===== config.mk =====
export PLATFORM = sky130hd
export DESIGN_NAME = vad_hangover_smoother
export DESIGN_NICKNAME = d
export VERILOG_FILES = /design/src/rtl/vad_hangover_smoother.sv
export SDC_FILE = /design/constraint.sdc
export NUM_CORES = 1
export LEC_CHECK = 0
export CAP_MARGIN = 20
export CORE_MARGIN = 10
export CORE_UTILIZATION = 57
export DETAILED_ROUTE_END_ITERATION = 8
export PLACE_DENSITY = 0.87
export SLEW_MARGIN = 20
export SYNTH_ARGS = -nofsm -noshare
export SYNTH_HDL_FRONTEND = slang
export SYNTH_SLANG_ARGS = --single-unit

===== constraint.sdc =====
create_clock -name clk -period 2.4 [get_ports clk]
set_input_delay 0.72 -clock clk [delete_from_list [all_inputs] [get_ports clk]]
set_output_delay 0.72 -clock clk [all_outputs]
set_load 0.01 [all_outputs]

===== src/rtl/vad_hangover_smoother.sv =====
// VAD decision smoother: onset confirmation and hangover hysteresis
// on the classifier's per-frame verdicts, with segment start/end events.
module vad_hangover_smoother #(
  parameter int ONSET_FRAMES = 3,
  parameter int HANG_FRAMES  = 4,
  parameter int SEG_W        = 16
) (
  input  logic             clk,
  input  logic             rst,
  input  logic             tvalid_prediction,
  input  logic             prediction,
  output logic             vad_active,
  output logic             vad_start,
  output logic             vad_end,
  output logic [SEG_W-1:0] seg_len
);

  localparam int ON_W = $clog2(ONSET_FRAMES + 1);
  localparam int HG_W = $clog2(HANG_FRAMES + 1);

  localparam logic [ON_W-1:0] ON_MAX = ON_W'(ONSET_FRAMES);
  localparam logic [HG_W-1:0] HG_MAX = HG_W'(HANG_FRAMES);

  localparam bit ONSET_ONE = (ONSET_FRAMES == 1);
  localparam bit HANG_ONE  = (HANG_FRAMES == 1);

  typedef enum logic [1:0] {
    IDLE,
    ONSET,
    SPEECH,
    HANG
  } state_e;

  state_e           state_q, state_d;
  logic [ON_W-1:0]  onset_cnt_q, onset_cnt_d;
  logic [HG_W-1:0]  hang_cnt_q, hang_cnt_d;
  logic [SEG_W-1:0] seg_cnt_q, seg_cnt_d;
  logic [SEG_W-1:0] seg_len_q, seg_len_d;
  logic             vad_active_q, vad_active_d;
  logic             vad_start_q, vad_start_d;
  logic             vad_end_q, vad_end_d;

  logic [ON_W-1:0]  onset_inc;
  logic [HG_W-1:0]  hang_inc;
  logic [SEG_W-1:0] seg_inc;
  logic             do_close;

  always_comb begin
    state_d     = state_q;
    onset_cnt_d = onset_cnt_q;
    hang_cnt_d  = hang_cnt_q;
    seg_cnt_d   = seg_cnt_q;
    seg_len_d   = seg_len_q;
    vad_start_d = 1'b0;
    vad_end_d   = 1'b0;
    do_close    = 1'b0;

    onset_inc = onset_cnt_q + ON_W'(1);
    hang_inc  = hang_cnt_q + HG_W'(1);
    // segment length saturates instead of wrapping
    seg_inc   = (seg_cnt_q == '1) ? seg_cnt_q
                                  : seg_cnt_q + SEG_W'(1);

    if (tvalid_prediction) begin
      unique case (state_q)
        IDLE: begin
          if (prediction) begin
            onset_cnt_d = ON_W'(1);
            seg_cnt_d   = SEG_W'(1);
            if (ONSET_ONE) begin
              state_d     = SPEECH;
              vad_start_d = 1'b1;
            end else begin
              state_d = ONSET;
            end
          end
        end
        ONSET: begin
          if (prediction) begin
            onset_cnt_d = onset_inc;
            seg_cnt_d   = seg_inc;
            if (onset_inc == ON_MAX) begin
              state_d     = SPEECH;
              vad_start_d = 1'b1;
            end
          end else begin
            state_d     = IDLE;
            onset_cnt_d = '0;
            seg_cnt_d   = '0;
          end
        end
        SPEECH: begin
          seg_cnt_d = seg_inc;
          if (!prediction) begin
            hang_cnt_d = HG_W'(1);
            if (HANG_ONE) begin
              do_close = 1'b1;
            end else begin
              state_d = HANG;
            end
          end
        end
        HANG: begin
          seg_cnt_d = seg_inc;
          if (prediction) begin
            state_d    = SPEECH;
            hang_cnt_d = '0;
          end else begin
            hang_cnt_d = hang_inc;
            if (hang_inc == HG_MAX) begin
              do_close = 1'b1;
            end
          end
        end
        default: state_d = IDLE;
      endcase
    end

    // closing frame is included in the reported length
    if (do_close) begin
      state_d     = IDLE;
      vad_end_d   = 1'b1;
      seg_len_d   = seg_inc;
      seg_cnt_d   = '0;
      hang_cnt_d  = '0;
      onset_cnt_d = '0;
    end

    vad_active_d = (state_d == SPEECH) || (state_d == HANG);
  end

  always_ff @(posedge clk) begin
    if (rst) begin
      state_q      <= IDLE;
      onset_cnt_q  <= '0;
      hang_cnt_q   <= '0;
      seg_cnt_q    <= '0;
      seg_len_q    <= '0;
      vad_active_q <= 1'b0;
      vad_start_q  <= 1'b0;
      vad_end_q    <= 1'b0;
    end else begin
      state_q      <= state_d;
      onset_cnt_q  <= onset_cnt_d;
      hang_cnt_q   <= hang_cnt_d;
      seg_cnt_q    <= seg_cnt_d;
      seg_len_q    <= seg_len_d;
      vad_active_q <= vad_active_d;
      vad_start_q  <= vad_start_d;
      vad_end_q    <= vad_end_d;
    end
  end

  assign vad_active = vad_active_q;
  assign vad_start  = vad_start_q;
  assign vad_end    = vad_end_q;
  assign seg_len    = seg_len_q;

endmodule


==> results of run 1 <==
worst paths after layout:
path / start / end / slack, ns
worst max-delay path: prediction / seg_len[1] / 0.31
worst min register to register: hang_cnt_q[2] / hang_cnt_q[2] / 0.46
worst min-delay path: hang_cnt_q[2] / hang_cnt_q[2] / 0.46
worst max register to register: seg_cnt_q[1] / seg_len[9] / 0.35
through the flow:
| stage | hold slack [ns] | total power, mW | setup WS, ns | area [µm²] | utilization, % |
|---|---|---|---|---|---|
| after global placement | 0.440 | 0.799 | 0.0480 | 2660 | 66.4 |
| after detailed placement | 0.451 | 0.801 | 0.0173 | 2660 | 66.4 |
| final | 0.457 | 1.28 | 0.307 | 2750 | 68.8 |
| after CTS | 0.462 | 1.27 | 0.305 | 2750 | 68.8 |
| after global routing | 0.482 | 1.31 | 0.135 | 2750 | 68.8 |
| after floorplan | 0.432 | 0.771 | 0.427 | 2360 | - |
kinds of logic after synthesis:
kind of cell / count (synthesis) / share of synthesized area (%)
and+or+nand+nor: 105 / 25.4
AOI/OAI and AO/OA: 87 / 27.4
DFF: 42 / 35.6
buffers and inverters: 30 / 7.62
adders and majority gates: 4 / 2.12
xor gates and xnor gates: 3 / 1.91
power by group:
part	switching, mW	leakage, nW	internal (mW)
clock network	0.257	0.0472	0.231
logic	0.0486	0.518	0.0323
registers	0.00539	0.339	0.700
registers in the layout, indices dropped and copies added (netlist names):
signal,count
vad_end,1
hang_cnt_q,3
onset_cnt_q,2
vad_start,1
seg_cnt_q,16
seg_len,16
state_q,2
vad_active,1
layout by cell type (no fill, tap or decap), types with 3 or more instances in the layout:
master and count:
sky130_fd_sc_hd__a211oi_1 5, sky130_fd_sc_hd__a21o_1 3, sky130_fd_sc_hd__a21oi_1 17, sky130_fd_sc_hd__a22oi_1 3, sky130_fd_sc_hd__a311oi_1 5, sky130_fd_sc_hd__a31oi_1 11, sky130_fd_sc_hd__and3_1 3, sky130_fd_sc_hd__buf_4 22
sky130_fd_sc_hd__clkbuf_8 6, sky130_fd_sc_hd__clkdlybuf4s50_1 22, sky130_fd_sc_hd__dfxtp_1 42, sky130_fd_sc_hd__ha_1 4, sky130_fd_sc_hd__inv_1 6, sky130_fd_sc_hd__nand2_1 24, sky130_fd_sc_hd__nand2b_1 3, sky130_fd_sc_hd__nand3_1 12
sky130_fd_sc_hd__nand4_1 3, sky130_fd_sc_hd__nor2_1 21, sky130_fd_sc_hd__nor3_1 8, sky130_fd_sc_hd__nor4_1 4, sky130_fd_sc_hd__nor4_2 3, sky130_fd_sc_hd__o211ai_1 5, sky130_fd_sc_hd__o21ai_0 13, sky130_fd_sc_hd__o31ai_1 3
sky130_fd_sc_hd__o41ai_1 3, sky130_fd_sc_hd__or3_1 5
worst max-delay path: cells and delay by family:
| kind | cells | cell delay, ns |
|---|---|---|
| compound gates | 1 | 0.25 |
| buf+inv | 2 | 0.64 |
| simple gates | 3 | 0.68 |
routing by layer:
metal	track usage (%)	part of all wire, %	up-vias
met5	0	0	-
met3	5.51	7.5	15
met4	5.99	2.2	0
met2	26.2	46	91
li1	-	-	1077
met1	20.8	45	1084
cell type report:
type                            instances  share of cell area, %
Clock buffer                            6                   3.00
Clock inverter                          2                  0.455
Inverter                                6                  0.819
Multi-Input combinational cell        199                   48.9
Sequential cell                        42                   30.6
Tap cell                               50                   2.27
Timing Repair Buffer                   44                   14.0
==> run_summary.xml, run 1 <==
<?xml version="1.0" encoding="UTF-8"?>
<metrics>
  <group name="cts">
    <metric name="cts_hold_buffers" unit="">0</metric>
    <metric name="cts_inserted_buffers" unit="">5</metric>
    <metric name="postCtsSetupBuffers" unit="">0</metric>
    <metric name="cts.clk_slew.worst_paths" unit="ns">0.08</metric>
    <metric name="cts_resized" unit="">0</metric>
    <metric name="clock_insertion_delay_worst_skew" unit="ns">0.31</metric>
    <metric name="clock_sink_count" unit="">42</metric>
    <metric name="cts_tree" unit="">built</metric>
    <metric name="clock_root_buffer_master" unit="">sky130_fd_sc_hd__clkbuf_8</metric>
    <metric name="cts-htree-levels" unit="">2</metric>
    <metric name="ctsLongestPathBuffers" unit="">2</metric>
  </group>
  <group name="hold_path">
    <metric name="hold_path_depth" unit="">2</metric>
    <metric name="hold_path_class" unit="">reg2reg</metric>
  </group>
  <group name="floorplan">
    <metric name="core_area" unit="mm²">0.00400</metric>
    <metric name="io_pins" unit="">23</metric>
    <metric name="die_area" unit="mm²">0.00713</metric>
    <metric name="floorplan.die.width" unit="µm">84.4</metric>
    <metric name="die-height" unit="µm">84.4</metric>
    <metric name="start_util" unit="%">59.1</metric>
    <metric name="number_of_rows_created_at_floorplan" unit="">23</metric>
  </group>
  <group name="final_layout">
    <metric name="number_of_diodes_added_for_antenna_fixing" unit="">0</metric>
    <metric name="final_net_count" unit="">306</metric>
    <metric name="layout-drive-gt1-share" unit="%">17.4</metric>
    <metric name="finalNonFillerCells" unit="">349</metric>
    <metric name="ff_latch_area" unit="µm²">841</metric>
    <metric name="total_area_of_multi_input_combinational_cells" unit="mm²">0.00134</metric>
    <metric name="area_growth" unit="%">16.3</metric>
    <metric name="fillCellCount" unit="">313</metric>
  </group>
  <group name="synth">
    <metric name="most_numerous_cell_in_the_yosys_netlist" unit="">sky130_fd_sc_hd__dfxtp_1</metric>
    <metric name="most_instantiated_cells_after_synthesis" unit="">42 x sky130_fd_sc_hd__dfxtp_1, 24 x sky130_fd_sc_hd__nand2_1, 21 x sky130_fd_sc_hd__nor2_1, 17 x sky130_fd_sc_hd__a21oi_1, 13 x sky130_fd_sc_hd__o21ai_0</metric>
    <metric name="synthCells" unit="">271</metric>
    <metric name="synth_nets" unit="">279</metric>
    <metric name="ys_dominant_reg_cell" unit="">sky130_fd_sc_hd__dfxtp_1</metric>
    <metric name="synth_area" unit="mm²">0.00236</metric>
    <metric name="postSynth.asyncResetShare" unit="%">0</metric>
    <metric name="yosys_warnings" unit="">0</metric>
    <metric name="synth.top_cells.by_area" unit="">sky130_fd_sc_hd__dfxtp_1 36%, sky130_fd_sc_hd__nand2_1 3.8%, sky130_fd_sc_hd__a21oi_1 3.6%</metric>
    <metric name="postSynthRegisterBits" unit="">42</metric>
    <metric name="postSynthAreaPerCell" unit="µm²">8.73</metric>
    <metric name="synth.distinct_cells" unit="">59</metric>
    <metric name="ys_seq_area_share" unit="%">35.6</metric>
    <metric name="synth_area_leader_cell" unit="">sky130_fd_sc_hd__dfxtp_1</metric>
    <metric name="synth_enable_flop_cells" unit="">0</metric>
    <metric name="netlist.area_leader.share" unit="%">35.6</metric>
  </group>
  <group name="pwr">
    <metric name="powerDensity" unit="mW/mm²">464</metric>
    <metric name="power.static_leakage" unit="nW">0.904</metric>
    <metric name="worst_ir_drop_vdd" unit="mV">0.269</metric>
  </group>
  <group name="worst_setup_path">
    <metric name="path_cells" unit="">clkdlybuf4s50_1, and4b_4, and2_1, buf_4, nor2_1, a311oi_1</metric>
    <metric name="setup.worst_path.start_class" unit="">input pin</metric>
    <metric name="criticalPathCategory" unit="">in2reg</metric>
    <metric name="max_stage_delay" unit="ns">0.43</metric>
    <metric name="critical-path-slowest-cell" unit="">sky130_fd_sc_hd__clkdlybuf4s50_1</metric>
    <metric name="worstRegToRegCells" unit="">5</metric>
    <metric name="endpoint_kind" unit="">flip-flop</metric>
    <metric name="worstPathRequired" unit="ns">2.61</metric>
    <metric name="data_arrival_critical_path" unit="ns">2.30</metric>
    <metric name="worstPathMaxFanout" unit="">8</metric>
  </group>
  <group name="sta">
    <metric name="timing.slew.headroom" unit="%">61.2</metric>
    <metric name="totalNegativeSetupSlack" unit="ns">0</metric>
    <metric name="timing.final.max_slew_violations" unit="">0</metric>
    <metric name="timing_worst_slew_pin_value" unit="ns">0.577</metric>
    <metric name="timing.final.crit_period" unit="ns">2.09</metric>
    <metric name="setup-violations-final" unit="">0</metric>
    <metric name="grt_setup_unrepaired" unit="">no</metric>
    <metric name="fin_crit_sh" unit="%">87.2</metric>
    <metric name="fmax" unit="MHz">478</metric>
    <metric name="finalClockSkew" unit="ns">0.00966</metric>
    <metric name="hold_viol_final" unit="">0</metric>
  </group>
  <group name="drt">
    <metric name="route.antenna.remaining_nets" unit="">0</metric>
    <metric name="first_iter_violations" unit="">217</metric>
    <metric name="drc" unit="">0</metric>
    <metric name="vias_per_cell" unit="">6.50</metric>
    <metric name="routedWlPerCell" unit="µm">16.8</metric>
    <metric name="total_detailed_routing_wirelength" unit="µm">5880</metric>
    <metric name="routed-via-count" unit="">2267</metric>
    <metric name="drt_first_pass_iters" unit="">5</metric>
  </group>
  <group name="job">
    <metric name="cap_violations" unit="">0</metric>
  </group>
  <group name="grt">
    <metric name="vias_in_the_first_global_route" unit="">2081</metric>
    <metric name="grt_pass1_wl" unit="µm">10200</metric>
    <metric name="global_route_total_usage_across_every_layer" unit="%">16.7</metric>
    <metric name="overflow" unit="">0</metric>
    <metric name="number_of_antenna_violations_at_the_first_check_in_global_routing" unit="">0</metric>
    <metric name="largest_net_degree_at_the_start_of_global_routing" unit="">15</metric>
  </group>
  <group name="outcome">
    <metric name="outcome" unit="">complete, no violations</metric>
  </group>
  <group name="placed_design">
    <metric name="gp_routability_congestion" unit="">0.923</metric>
    <metric name="cell_count_after_placement" unit="">341</metric>
    <metric name="detailedPlacementHpwl" unit="µm">4260</metric>
    <metric name="numPortBuffers" unit="">22</metric>
  </group>
</metrics>
Power figures use the tool's default switching activity.
==> run 2: changes to the inputs <==
CTS_CLUSTER_DIAMETER = 120   (was default)
==> results of run 2 <==
No change in the layout: final DEF, timing and power equal those of run 1.
